$ cat src/rtl/mips_pkg.sv
// rtl/mips_pkg.sv - shared MIPS register-file widths, zero-register constant and index type
//
// Purpose : common constants for the decode-side operand fetch slice.
// Contents: DATA_W   - operand / writeback data width
//           REG_AW   - register index width (2**REG_AW registers)
//           REG_ZERO - hard-wired zero register index
//           reg_idx_t - register index type
package mips_pkg;

  localparam int DATA_W = 32;
  localparam int REG_AW = 5;

  typedef logic [REG_AW-1:0] reg_idx_t;

  localparam reg_idx_t REG_ZERO = '0;

endpackage

$ cat src/rtl/reg_scoreboard.sv
// rtl/reg_scoreboard.sv - per-register busy bits with set-wins update and bypass-aware lookup
//
// Purpose : tracks registers that have an issued-but-not-written-back producer.
// Ports   : clk, rst_n            - clock, asynchronous active-low reset
//           set_en, set_idx       - mark a register busy (new owner issued)
//           clr_en, clr_idx       - writeback clears the register's busy bit
//           look_a/b/c_idx        - indices to look up
//           look_a/b/c_busy       - effective busy: busy and not being written back this cycle
module reg_scoreboard
  import mips_pkg::*;
#(
  parameter int REG_AW = mips_pkg::REG_AW
) (
  input  logic              clk,
  input  logic              rst_n,
  input  logic              set_en,
  input  logic [REG_AW-1:0] set_idx,
  input  logic              clr_en,
  input  logic [REG_AW-1:0] clr_idx,
  input  logic [REG_AW-1:0] look_a_idx,
  input  logic [REG_AW-1:0] look_b_idx,
  input  logic [REG_AW-1:0] look_c_idx,
  output logic              look_a_busy,
  output logic              look_b_busy,
  output logic              look_c_busy
);

  localparam int NREGS = 2 ** REG_AW;

  logic [NREGS-1:0] busy;

  // Clear first, then set, so an issue that claims a register in the same
  // cycle its previous owner writes back leaves the bit set for the new owner.
  // Register zero is never marked busy.
  always_ff @(posedge clk or negedge rst_n) begin
    if (!rst_n) begin
      busy <= '0;
    end else begin
      if (clr_en) busy[clr_idx] <= 1'b0;
      if (set_en && set_idx != REG_AW'(REG_ZERO)) busy[set_idx] <= 1'b1;
    end
  end

  // A writeback this cycle satisfies the dependency through the bypass path.
  assign look_a_busy = busy[look_a_idx] && !(clr_en && clr_idx == look_a_idx);
  assign look_b_busy = busy[look_b_idx] && !(clr_en && clr_idx == look_b_idx);
  assign look_c_busy = busy[look_c_idx] && !(clr_en && clr_idx == look_c_idx);

endmodule

$ cat src/rtl/operand_fetch_unit.sv
// rtl/operand_fetch_unit.sv - register-file operand fetch with writeback bypass, hazard stall and issue register
//
// Purpose : reads rs/rt from the register file, bypasses same-cycle writeback,
//           stalls on RAW/WAW hazards and issues through a one-entry output register.
// Ports   : clk, rst_n                      - clock, asynchronous active-low reset
//           in_valid/in_ready, in_rs/rt/rd, in_wen - decoded instruction handshake
//           rf_read_reg1/2, rf_read_data1/2 - register file read ports
//           wb_valid, wb_reg, wb_data       - writeback strobe and data
//           out_valid/out_ready, out_op_a/b, out_rd, out_wen - issue to execute
//           stall_count                     - saturating count of stalled cycles
module operand_fetch_unit
  import mips_pkg::*;
#(
  parameter int DATA_W  = mips_pkg::DATA_W,
  parameter int REG_AW  = mips_pkg::REG_AW,
  parameter int STALL_W = 16
) (
  input  logic               clk,
  input  logic               rst_n,
  input  logic               in_valid,
  output logic               in_ready,
  input  logic [REG_AW-1:0]  in_rs,
  input  logic [REG_AW-1:0]  in_rt,
  input  logic [REG_AW-1:0]  in_rd,
  input  logic               in_wen,
  output logic [REG_AW-1:0]  rf_read_reg1,
  output logic [REG_AW-1:0]  rf_read_reg2,
  input  logic [DATA_W-1:0]  rf_read_data1,
  input  logic [DATA_W-1:0]  rf_read_data2,
  input  logic               wb_valid,
  input  logic [REG_AW-1:0]  wb_reg,
  input  logic [DATA_W-1:0]  wb_data,
  output logic               out_valid,
  input  logic               out_ready,
  output logic [DATA_W-1:0]  out_op_a,
  output logic [DATA_W-1:0]  out_op_b,
  output logic [REG_AW-1:0]  out_rd,
  output logic               out_wen,
  output logic [STALL_W-1:0] stall_count
);

  logic busy_rs, busy_rt, busy_rd;
  logic hazard;
  logic issue;
  logic [DATA_W-1:0] op_a, op_b;

  assign rf_read_reg1 = in_rs;
  assign rf_read_reg2 = in_rt;

  reg_scoreboard #(
    .REG_AW (REG_AW)
  ) u_sb (
    .clk         (clk),
    .rst_n       (rst_n),
    .set_en      (issue && in_wen),
    .set_idx     (in_rd),
    .clr_en      (wb_valid),
    .clr_idx     (wb_reg),
    .look_a_idx  (in_rs),
    .look_b_idx  (in_rt),
    .look_c_idx  (in_rd),
    .look_a_busy (busy_rs),
    .look_b_busy (busy_rt),
    .look_c_busy (busy_rd)
  );

  // WAW only matters when this instruction actually writes its destination.
  assign hazard   = busy_rs || busy_rt || (in_wen && busy_rd);
  assign in_ready = !hazard && (!out_valid || out_ready);
  assign issue    = in_valid && in_ready;

  // Register zero reads as zero regardless of register file or bypass.
  always_comb begin
    op_a = rf_read_data1;
    if (in_rs == REG_AW'(REG_ZERO))           op_a = '0;
    else if (wb_valid && wb_reg == in_rs)     op_a = wb_data;
  end

  always_comb begin
    op_b = rf_read_data2;
    if (in_rt == REG_AW'(REG_ZERO))           op_b = '0;
    else if (wb_valid && wb_reg == in_rt)     op_b = wb_data;
  end

  always_ff @(posedge clk or negedge rst_n) begin
    if (!rst_n) begin
      out_valid <= 1'b0;
      out_op_a  <= '0;
      out_op_b  <= '0;
      out_rd    <= '0;
      out_wen   <= 1'b0;
    end else if (issue) begin
      out_valid <= 1'b1;
      out_op_a  <= op_a;
      out_op_b  <= op_b;
      out_rd    <= in_rd;
      out_wen   <= in_wen;
    end else if (out_ready) begin
      out_valid <= 1'b0;
    end
  end

  always_ff @(posedge clk or negedge rst_n) begin
    if (!rst_n) begin
      stall_count <= '0;
    end else if (in_valid && !in_ready && stall_count != '1) begin
      stall_count <= stall_count + STALL_W'(1);
    end
  end

endmodule

$ cat config.mk
export PLATFORM = sky130hd
export DESIGN_NAME = operand_fetch_unit
export DESIGN_NICKNAME = d
export VERILOG_FILES = /design/src/rtl/mips_pkg.sv /design/src/rtl/reg_scoreboard.sv /design/src/rtl/operand_fetch_unit.sv
export SDC_FILE = /design/constraint.sdc
export NUM_CORES = 1
export LEC_CHECK = 0
export CAP_MARGIN = 25
export CORE_AREA = 2 2 116 146
export DETAILED_ROUTE_END_ITERATION = 10
export DIE_AREA = 0 0 118 148
export PLACE_DENSITY = 0.86
export SYNTH_ARGS = -nofsm -noshare
export SYNTH_HDL_FRONTEND = slang
export SYNTH_SLANG_ARGS = --single-unit
$ cat constraint.sdc
create_clock -name clk -period 3 [get_ports clk]
set_clock_uncertainty 0.2 [all_clocks]
set_input_delay 0.45 -clock clk [delete_from_list [all_inputs] [get_ports clk]]
set_output_delay 0.45 -clock clk [all_outputs]
set_load 0.03 [all_outputs]
==> flow_summary.ini <==
[layout]
area_growth_pct = 57.5
nNetsFinal = 1009
antenna_cells = 0
mostFrequentLayoutCells = clkdlybuf4s50_1 (206), dfrtp_1 (119), mux2i_1 (86)
design_area_sq_um = 10400
layout_commonest_cell = clkdlybuf4s50_1
fillers = 1234
drive_gt1_share_pct = 22.6
final_core_util_pct = 64.9

[routing]
drc = 0
drt_iter0_markers = 262
viasPerCell = 5.62
drtAntennaViolNets = 0
routed_wirelength_mm = 22.2
post_drt_wl_per_cell_um = 19.9
firstDrtPassIters = 5
dr_total_vias = 6264

[critical_path]
max_stage_delay_ns = 0.50
crit_required_ns = 2.35
critPathLaunchType = input port
r2r_cells = 9
critical_path_class = input port to output port
cp_cell_sequence = clkdlybuf4s50_1 > buf_12 > mux2i_1 > o22ai_1 > nor4_2 > mux2_4 > o211a_4 > buf_6
r2r_slack_ns = 0.01
r2r-end = u_sb.busy[5]$_DFF_PN0_
r2r-start = u_sb.busy[5]$_DFF_PN0_
cp.arrival_ns = 2.37
critPathCaptureType = output port
crit_slowest_cell = clkdlybuf4s50_1
path_max_fanout = 16
path_buf_inv = 3
crit_family = buffers and inverters

[pwr]
vdd_ir_drop_max_uv = 543
power_leakage_nw = 4.54
p_total_mw = 6.82
power_density_nw_per_um2 = 654

[global_routing]
grt_pass1_vias = 6379
track_usage_pct = 25.2
antenna_found_initial = 0
grt_overflow = 0
grt_start_max_net_pins = 71
grt_pass1_wl_mm = 34.6

[place]
place_area_sq_um = 9400
hpwl_mm = 15.7
io_buffers = 219
gp_congestion = 0.934
pre_cts_slack_ns = -0.680

[floorplanning]
rows = 52
initial_core_util_pct = 41.2
core_region_area_sq_um = 16100
io_pins = 220
dieArea_sq_um = 17500
dieHeight_um = 148
fp.dieW_um = 118

[clock_network]
cts-root-buf = clkbuf_16
clock-sinks = 119
clkTransAtPathRegs_ns = 0.06
cts_tree = built
cts_inserted_buffers = 17
htree_levels = 4
cts_max_path_buffers = 2
clock_latency_ns = 0.42

[hold_path]
whs_path_depth = 2
hp-start = out_op_b[5]$_DFFE_PN0P_
hold-path-endpoint = out_op_b[5]$_DFFE_PN0P_
hp-class = register to register

[yosys]
ys_seq_elements = 119
async_flop_share_pct = 100
ys_warn_count = 0
yosys-top-cells-area = dfrtp_1 (45%), mux2i_1 (13%), o31ai_1 (9.2%)
syn_inst = 631
synth_area_leader_cell = dfrtp_1
avgSynthCellArea_sq_um = 10.5
synth_area_sq_um = 6620
ys_seq_area_share_pct = 45.0
synth_top_area_share_pct = 45.0
synth.net_count = 754
synth_top_flop_cell = dfrtp_1
synth_edf_count = 0
ys_types = 49

[sta]
period_minus_slack_ns = 3.02
worstMarginPinSlew_ns = 0.582
setup_slack_ns = -0.0233
setup_viol = 1
layout_worst_path_cycle_share_pct = 101
max_freq_mhz = 331
final_max_slew_viol_count = 0
relSlewSlack_pct = 61.2
rsz0062_at_grt = yes
hold_viol = 0

[outcome]
outcome = finished with violations
violations = negative setup slack

[run]
maxCapViolations = 0
## cell families after synthesis
family,count (synthesis),synth area share (%)
and+or+nand+nor,151,11.5
muxes,111,18.9
AOI/OAI and AO/OA,151,15.7
DFF,119,45.0
adders and majority gates,1,0.189
buffers and inverters,69,4.89
xor gates and xnor gates,29,3.84
## cells in the mapped netlist, types with 6 or more instances
library cell and n:
xnor2_1 7, clkbuf_1 35, mux4_2 10, mux2_2 14
mux2i_1 86, nor4_1 8, nand3b_1 9, buf_4 10
or3b_2 6, dfrtp_1 119, nor3_1 9, o22ai_1 8
xor2_1 22, o21ai_0 40, nand3_1 12, o31ai_1 81
buf_2 16, nand2_1 77, o21ai_1 8
## sequential cells by signal, summed over array words and instances, names as in the netlist
register     count
out_valid        1
out_rd           5
stall_count     16
u_sb.busy       32
out_wen          1
out_op_a        32
out_op_b        32
## report_power, final
part	total [mW]	internal [mW]	switching, mW
sequential	2.21	1.96	0.258
combinational	2.50	1.13	1.36
clock	2.12	1.34	0.779
total	6.82	4.43	2.40
## layer usage
metal	vias up	global-route usage, %	wire length [um]
met4	0	9.64	691
met3	53	7.21	1660
met5	-	0	0
li1	2857	-	-
met2	284	42.4	11300
met1	3070	30.8	8490
## worst max path at each step
| stage | to | startpoint | slack (ns) | cells past startpoint |
|---|---|---|---|---|
| after floorplan | stall_count[13]$_DFFE_PN0P_ | in_rd[4] | -0.009 | 10 |
| after global placement | u_sb.busy[13]$_DFF_PN0_ | in_rt[2] | -0.60 | 8 |
| after detailed placement | u_sb.busy[5]$_DFF_PN0_ | in_rt[2] | -0.68 | 8 |
| after CTS | in_ready | u_sb.busy[1]$_DFF_PN0_ | -0.008 | 6 |
| after global routing | u_sb.busy[5]$_DFF_PN0_ | u_sb.busy[3]$_DFF_PN0_ | -0.1 | 8 |
| final | in_ready | in_rd[1] | -0.02 | 8 |
## stage by stage
stage,hold slack [ns],cells,TNS (ns)
2_1_floorplan,-0.0456,631,-0.0170
3_3_place_gp,0.242,1071,-50.78
3_5_place_dp,0.241,1071,-58.79
4_1_cts,0.277,1112,-0.00830
5_1_grt,0.295,1115,-0.877
6_report,0.274,1115,-0.0233
## repair_timing
item,CTS,global route
gates resized for setup,26,53
pin swaps,7,5
endpoints found under the setup margin,96,60
gates cloned,0,1
hold buffers,1,0
buffers inserted,8,2
endpoints found under the hold margin,33,0
## tightest hold or removal path, cell delays in order, from the launching register on
cell and delay, ns:
dfrtp_1 0.34, nand2_1 0.05, o31ai_1 0.05
## area by class of cell
type / count / area [sq um] / share of cell area [%]
multi-input cells: 443 / 3630 / 34.8
flip-flops and latches: 119 / 2980 / 28.6
repair buffers: 300 / 2920 / 28.0
clock buffers: 19 / 443 / 4.25
well taps: 216 / 270 / 2.59
clock inverters: 13 / 173 / 1.66
inverters: 5 / 18.8 / 0.180
(Power assumes the default switching activity.)
